==> config.mk <==
export PLATFORM = sky130hd
export DESIGN_NAME = if_id_queue
export DESIGN_NICKNAME = d
export VERILOG_FILES = /design/src/rtl/if_id_queue.sv
export SDC_FILE = /design/constraint.sdc
export NUM_CORES = 1
export LEC_CHECK = 0
export ABC_CLOCK_PERIOD_IN_PS = 7150
export BUFFER_PORTS_ARGS = -buffer_cell sky130_fd_sc_hd__buf_2
export CAP_MARGIN = 15
export CELL_PAD_IN_SITES_DETAIL_PLACEMENT = 1
export CELL_PAD_IN_SITES_GLOBAL_PLACEMENT = 1
export CORE_ASPECT_RATIO = 2
export CORE_MARGIN = 1
export CORE_UTILIZATION = 39
export DETAILED_ROUTE_END_ITERATION = 6
export PLACE_DENSITY = 0.72
export SETUP_SLACK_MARGIN = 0.1
export SYNTH_ARGS = -nofsm -noshare
export SYNTH_HDL_FRONTEND = slang
export SYNTH_SLANG_ARGS = --single-unit
==> constraint.sdc <==
create_clock -name clk -period 7.15 [get_ports clk]
set_input_delay 0.3575 -clock clk [delete_from_list [all_inputs] [get_ports clk]]
set_output_delay 0.3575 -clock clk [all_outputs]
set_load 0.02 [all_outputs]
==> src/rtl/if_id_queue.sv <==
// Two-entry fetch-to-decode skid queue: registered outputs, one-cycle push-to-head latency, no write-to-read bypass.
// in_ready depends only on occupancy and flush; flush and rst discard every entry including same-cycle push/pop.
module if_id_queue #(
  parameter logic [31:0] NOP_INSTR = 32'h00000013,
  parameter logic [31:0] PC_RESET  = 32'h00000000
) (
  input  logic        clk,
  input  logic        rst,
  input  logic        in_valid,
  output logic        in_ready,
  input  logic [31:0] pc_in,
  input  logic [31:0] instr_in,
  input  logic        pred_taken_in,
  output logic        out_valid,
  input  logic        out_ready,
  output logic [31:0] pc_out,
  output logic [31:0] instr_out,
  output logic        pred_taken_out,
  input  logic        flush,
  output logic [1:0]  count
);

  typedef enum logic [1:0] {
    EMPTY = 2'd0,
    ONE   = 2'd1,
    FULL  = 2'd2
  } occ_e;

  occ_e        state_q, state_d;
  logic        wr_ptr_q, wr_ptr_d;
  logic        rd_ptr_q, rd_ptr_d;
  logic [31:0] pc_q    [2];
  logic [31:0] instr_q [2];
  logic        pred_q  [2];
  logic        push;
  logic        pop;

  assign in_ready  = (state_q != FULL) && !flush;
  assign out_valid = (state_q != EMPTY);
  assign push      = in_valid && in_ready;
  assign pop       = out_valid && out_ready;
  assign count     = state_q;

  always_ff @(posedge clk or posedge rst) begin
    if (rst) begin
      state_q  <= EMPTY;
      wr_ptr_q <= 1'b0;
      rd_ptr_q <= 1'b0;
    end else begin
      state_q  <= state_d;
      wr_ptr_q <= wr_ptr_d;
      rd_ptr_q <= rd_ptr_d;
    end
  end

  always_comb begin
    state_d  = state_q;
    wr_ptr_d = wr_ptr_q;
    rd_ptr_d = rd_ptr_q;
    if (flush) begin
      state_d  = EMPTY;
      wr_ptr_d = 1'b0;
      rd_ptr_d = 1'b0;
    end else begin
      if (push) wr_ptr_d = ~wr_ptr_q;
      if (pop)  rd_ptr_d = ~rd_ptr_q;
      case (state_q)
        EMPTY: if (push) state_d = ONE;
        ONE: begin
          // push with pop stays ONE; the new entry becomes head via rd_ptr advance
          if (push && !pop)      state_d = FULL;
          else if (!push && pop) state_d = EMPTY;
        end
        FULL:    if (pop) state_d = ONE;
        default: state_d = EMPTY;
      endcase
    end
  end

  // Payload storage needs no reset: visibility is gated by occupancy alone.
  always_ff @(posedge clk) begin
    if (push) begin
      pc_q[wr_ptr_q]    <= pc_in;
      instr_q[wr_ptr_q] <= instr_in;
      pred_q[wr_ptr_q]  <= pred_taken_in;
    end
  end

  always_comb begin
    pc_out         = PC_RESET;
    instr_out      = NOP_INSTR;
    pred_taken_out = 1'b0;
    if (out_valid) begin
      pc_out         = pc_q[rd_ptr_q];
      instr_out      = instr_q[rd_ptr_q];
      pred_taken_out = pred_q[rd_ptr_q];
    end
  end

endmodule

==> results of run 1 <==
==> worst max-delay path, delay by kind of cell (launching register included) <==
| family | cells | cell delay (ns) |
|---|---|---|
| buffers and inverters | 3 | 0.85 |
| and+or+nand+nor | 2 | 0.53 |
| DFF | 1 | 0.49 |
==> power groups by stage <==
stage / sequential [mW] / clock (mW) / combinational [mW]
CTS: 0.923 / 0.786 / 0.201
floorplan: 0.920 / 0 / 0.143
detailed placement: 0.939 / 0 / 0.200
finish: 0.922 / 0.770 / 0.196
global placement: 0.936 / 0 / 0.194
global route: 0.926 / 0.816 / 0.213
==> through the flow <==
stage	hold WS, ns	total power, mW	cell area, um2	utilization (%)	std cells
after floorplan	0.1236	1.062	5160	-	300
after global placement	0.2431	1.130	5961	46.14	579
after detailed placement	0.2579	1.139	5961	46.14	579
after CTS	0.1210	1.910	6495	50.28	612
after global routing	0.1230	1.955	6497	50.30	613
final	0.1431	1.888	6500	50.31	614
==> cells by family (layout without fill, tap and decap cells) <==
logic type	count (synthesis)	after routing
XOR/XNOR	1	1
AO/OA/AOI/OAI	6	6
other	0	2
flip-flops	134	134
multiplexers	66	66
AND/OR/NAND/NOR	76	76
buffers and inverters	17	177
==> layer usage <==
layer,vias up,track usage (%)
li1,1410,-
met1,1506,15.47
met2,79,31.15
met3,11,5.047
met4,0,8.072
met5,-,0
==> synthesized netlist by cell type, drive strengths merged <==
cell	instances	share of area, %
o31ai	1	0.15
mux2i	66	13
nor4	1	0.12
xor2	1	0.17
a21oi	3	0.29
buf	14	2.4
nor3b	1	0.15
or3	2	0.24
inv	3	0.22
o21ai	2	0.19
nor3	1	0.097
dfrtp	4	1.9
and3	1	0.12
nand2	3	0.22
edfxtp	130	76
nor2	65	4.8
nor2b	2	0.39
==> area by class of cell <==
| type | instances | area [um2] | share of cell area [%] |
|---|---|---|---|
| antenna | 2 | 5.005 | 0.07700 |
| clock buffer | 20 | 436.7 | 6.718 |
| clock inverter | 12 | 87.58 | 1.347 |
| inverter | 3 | 11.26 | 0.1732 |
| multi-input combinational | 149 | 1039 | 15.98 |
| sequential | 134 | 4008 | 61.66 |
| tap | 152 | 190.2 | 2.926 |
| timing repair buffer | 142 | 723.2 | 11.13 |
==> cells in the final DEF, fill, tap and decap left out, drive strengths merged, types with 2 or more instances in the layout <==
| master | n |
|---|---|
| mux2i | 66 |
| buf | 141 |
| dfrtp | 4 |
| inv | 3 |
| nand2 | 3 |
| or3 | 2 |
| clkinv | 11 |
| a21oi | 3 |
| nor2 | 65 |
| nor2b | 2 |
| diode | 2 |
| edfxtp | 130 |
| clkbuf | 20 |
| o21ai | 2 |
==> registers in the layout, indices dropped and copies added (netlist names) <==
name and flops:
wr_ptr_q 1, pred_q 2, instr_q 64, rd_ptr_q 1, pc_q 64, count 2
==> worst max path at each step <==
| stage | startpoint | endpoint | slack, ns | cells after the start |
|---|---|---|---|---|
| floorplan | count[1] | instr_q[0][0] | 2.41 | 2 |
| global placement | in_valid | instr_q[0][15] | 4.81 | 4 |
| detailed placement | in_valid | pc_q[0][0] | 4.67 | 4 |
| CTS | count[1] | instr_out[4] | 4.45 | 5 |
| global route | count[1] | instr_out[1] | 4.31 | 5 |
| finish | count[1] | instr_out[4] | 4.51 | 5 |
==> flow_summary.toml, run 1 <==
[clock_tree]
postCtsSetupRepairBufs = 0
clk_pin_slew_ns = 0.06
cts_made_buffers = 17
cts_tree = "done"
cts_resized = 0
root_buffer = "clkbuf_16"
clk_path_buf_depth = 2
cts.hold.buffers_added = 1
clk_latency_ns = 0.40
htree_num_levels = 4
clock-sinks = 134

[setup_path]
slowest_stage = "buf_4"
timing.rr.end = "instr_q[0][24]"
critPathKind = "flip-flop to output pin"
cp_max_fo = 44
worstPathCellList = "nor2_4 -> buf_4 -> inv_1 -> nand2_1 -> buf_2"
r2r_slack_ns = 4.73
cp.required_ns = 6.79
r2r-start = "count[1]"
endpoint_kind = "output pin"
start_kind = "flip-flop"
slowest_delay_ns = 0.52
rr_worst_depth = 3
cp.arrival_ns = 2.28

[grt]
grt_max_degree = 67
grt_use_total_pct = 16.31
grt_overflow = 0
antenna_found_initial = 3
grt_pass1_vias = 3116
grt_pass1_wl_mm = 16.46

[logic_synthesis]
yosysSeqAreaShare_pct = 77.69
synth_xor_xnor_area_share_pct = 0.1699
synth_seq_cells = 134
synthDistinctLibCells = 22
synth_compound_area_share_pct = 0.6312
synthAdderAreaFrac_pct = 0
yosys.area_share.simple_pct = 6.118
synth_mux_area_share_pct = 12.82
synth_nets = 370
synthesis.area_um2 = 5154
syn_area_per_cell_um2 = 17.18
synth_top_family_by_area = "multiplexers"
yosys_warnings = 0
synthCells = 300

[drt]
viasPerCell = 4.896
top_layer_used = "met4"
wl_met3_um = 546
drt_pass1_iterations = 4
m1WireLength_mm = 3.758
vias = 3006
drt-initial-drc-count = 91
wl_per_cell_um = 17.87
routed_wl_mm = 10.98
antenna_left = 0
remaining_drc_errors = 0
route.met2.wl_mm = 6.488

[finish]
fillers = 1302
nets = 517
drive_gt1_share_pct = 37.17
area_growth_pct = 26.12

[die]
die_w_um = 83.29
die_h_um = 164.6
ios = 139
core_um2 = 12920
start_util_pct = 39.89
rows = 59
die_area_um2 = 13710

[timing]
maxSlewViolCount = 0
min_period_over_period_pct = 36.86
worst_pin_slew_ns = 1.175
fin_skew_ns = 0.008013
hold_viol_final = 0
rsz0062_at_grt = "no"
postLayoutSetupSlackWorst_ns = 4.515
max_freq_mhz = 379.5
tns_ns = 0
finalSetupViolations = 0
fin_crit_ns = 2.635
maxSlewHeadroom_pct = 21.69

[hold_path]
hold_path_class = "input pin to flip-flop"
hold_path_end = "pc_q[0][11]"
hold_path.startpoint = "pc_in[11]"
worstHoldPathCells = 1

[status]
outcome = "complete, no violations"

[power_and_ir_drop]
p_per_area_nw_per_um2 = 290.5
p_int_mw = 1.441
p_clk_share_pct = 40.8
ir_drop_mv = 0.1755
switchingPower_uw = 447.6
seqPwrFrac_pct = 48.8
switching_share_pct = 23.70
p_comb_share_pct = 10.4
p_leak_nw = 2.487

[place]
dp_hpwl_mm = 7.491
gp_congestion = 0.7385
portBuffers = 138
place_ws_ns = 4.674

[run]
cap_violations = 0
Note: power is estimated with default switching activity, not from simulation.
==> run 2, diff against run 1 <==
Settings changed: ABC_AREA set to 1, ABC_CLOCK_PERIOD_IN_PS 7150 to 2200, CORE_UTILIZATION 39 to 37, PLACE_DENSITY 0.72 to 0.71.
Clock period 7.15 ns to 2.2 ns, I/O delays scaled along.
==> run 2 against run 1 <==
  * Flip-flop and latch count is the same
  * Synthesized cell count rose by 27%
  * Clock skew is essentially flat
  * Utilization up 3.4 points
  * Routed wire length is 19% higher
  * Sequential share of layout area decreased by 6.5 points
  * Setup slack lost 4.2 ns
  * Critical path type unchanged
==> flow_summary.toml, run 2 <==
[clock_tree]
clock-sinks = 134
root_buffer = "clkbuf_16"
cts_made_buffers = 17
clk_latency_ns = 0.41
clk_path_buf_depth = 2
htree_num_levels = 4
cts_resized = 0
clk_pin_slew_ns = 0.06
cts.hold.buffers_added = 67
cts_tree = "done"
postCtsSetupRepairBufs = 0

[setup_path]
endpoint_kind = "output pin"
worstPathCellList = "nor2_4 -> buf_4 -> a21oi_1 -> buf_2"
cp.required_ns = 2.09
critPathKind = "flip-flop to output pin"
slowest_stage = "dfrtp_2"
slowest_delay_ns = 0.48
cp_max_fo = 38
start_kind = "flip-flop"
cp.arrival_ns = 1.78

[drt]
viasPerCell = 4.849
drt_pass1_iterations = 4
wl_per_cell_um = 17.09
remaining_drc_errors = 0
drt-initial-drc-count = 126
vias = 3700
routed_wl_mm = 13.04
antenna_left = 0

[place]
gp_congestion = 0.8336
dp_hpwl_mm = 8.330
portBuffers = 138
dp_cells = 665

[finish]
sequential_cell_area_um2 = 4008
drive_gt1_share_pct = 32.89
layout_common_cells = "buf_2, nand2_1, edfxtp_1, dlygate4sd3_1, a21oi_1"
area_growth_pct = 40.69
largest_registers = "instr_q x64, pc_q x64"
nets = 666
fillers = 1391
multi_input_area_um2 = 1007
instances_no_fill = 763
final_common_cell = "buf_2"
diodes = 0

[die]
core_um2 = 13510
die_area_um2 = 14460
rows = 60
die_h_um = 169.1
start_util_pct = 38.20
ios = 139
die_w_um = 85.53

[logic_synthesis]
synth.area.top_cells = "edfxtp_1, nand2_1, a21oi_1, dfrtp_1, buf_6"
synth_nets = 452
syn_area_per_cell_um2 = 13.51
async_flop_share_pct = 2.985
ys.flop_type = "edfxtp_1"
synthTopCellsByCount = "nand2_1, edfxtp_1, a21oi_1, buf_2"
synthCells = 382
yosys_warnings = 0
synth_top_area_share_pct = 75.62
yosysSeqAreaShare_pct = 77.56
synthDistinctLibCells = 20
synth_seq_cells = 134
synthesis.area_um2 = 5162
synth_edf_count = 130
synth.most_common_cell = "nand2_1"
yosys.area.top_type = "edfxtp_1"

[grt]
grt_pass1_vias = 4087
grt_use_total_pct = 19.12
grt_overflow = 0
grt_max_degree = 51
grt_pass1_wl_mm = 20.39
antenna_found_initial = 0

[power_and_ir_drop]
switching_share_pct = 29.56
p_leak_nw = 2.919
ir_drop_mv = 0.6240
switchingPower_mw = 2.089
p_per_area_nw_per_um2 = 973.0
seqPwrFrac_pct = 42.3
p_int_mw = 4.978
p_clk_share_pct = 37.0
p_comb_share_pct = 20.6

[timing]
fin_crit_ns = 1.887
finalSetupViolations = 0
worst_pin_slew_ns = 0.4935
maxSlewViolCount = 0
hold_viol_final = 0
rsz0062_at_grt = "no"
max_freq_mhz = 529.8
maxSlewHeadroom_pct = 67.10
min_period_over_period_pct = 85.79
tns_ns = 0
fin_skew_ns = 0.007980

[status]
outcome = "complete, no violations"

[run]
cap_violations = 0

[hold_path]
hold_path_class = "input pin to flip-flop"
-- run 2: cell count changes after synthesis, sizes merged, moves of 4 or more --
cell	change
mux2i	-66
nor2	-61
a21oi	+61
clkbuf	+4
inv	+6
nand2	+135
nand3	+8
-- run 2: power groups by stage --
stage	logic (mW)	registers (mW)	clock network, mW
finish	1.46	2.99	2.62
global placement	1.36	3.03	0
global route	1.58	3.00	2.75
CTS	1.48	2.99	2.66
floorplan	0.902	3.04	0
detailed placement	1.38	3.04	0
-- run 2: worst paths after layout --
kind                           from              to  slack [ns]  cells past startpoint
setup / recovery           count[1]      pc_out[14]        0.31                      4
max in group asynchronous       rst        rd_ptr_q        1.86                      3
hold / removal             in_valid        count[1]        0.03                      3
min in group asynchronous       rst        count[0]        0.15                      3
setup reg to reg           count[1]  instr_q[0][16]        0.57                      4
hold reg to reg            wr_ptr_q        wr_ptr_q        0.53                      2
-- run 2: layout make-up --
| class | instances | share of cell area (%) |
|---|---|---|
| clock buffers | 18 | 5.909 |
| clock inverters | 13 | 1.705 |
| inverters | 9 | 0.5512 |
| multi-input cells | 219 | 13.87 |
| flip-flops and latches | 134 | 55.18 |
| well taps | 155 | 2.670 |
| repair buffers | 215 | 20.12 |
-- run 2: worst max-delay path, delay by kind of cell (launching register included) --
kind                   cells  cell delay (ns)
buffers and inverters      2             0.58
AOI/OAI and AO/OA          1             0.14
DFF                        1             0.48
and+or+nand+nor            1             0.14
-- run 2: metrics by stage --
step                cell area (um2)  utilization, %  hold WS, ns  power, mW  setup slack (ns)
finish                         7263           53.75      0.02568      7.067            0.3125
global route                   7263           53.75      0.02445      7.338            0.2147
CTS                            7263           53.75      0.01156      7.133            0.2888
detailed placement             6040           44.69      0.01463      4.423            0.5752
global placement               6040           44.69      0.01502      4.390            0.6048
floorplan                      5191               -      -0.1241      3.945           0.08132
-- run 2: per-layer routing --
metal / GRT usage (%) / up-vias / share of wire [%]
li1: - / 1771 / -
met1: 18.47 / 1794 / 35
met2: 36.42 / 105 / 59
met3: 4.778 / 30 / 3.3
met4: 9.638 / 0 / 3.2
met5: 0 / - / 0
-- run 2: logic make-up after synthesis --
group	count (synthesis)	synth area share, %
AND/OR/NAND/NOR	152	11.97
buffers and inverters	29	3.320
flip-flops	134	77.56
AO/OA/AOI/OAI	67	7.150
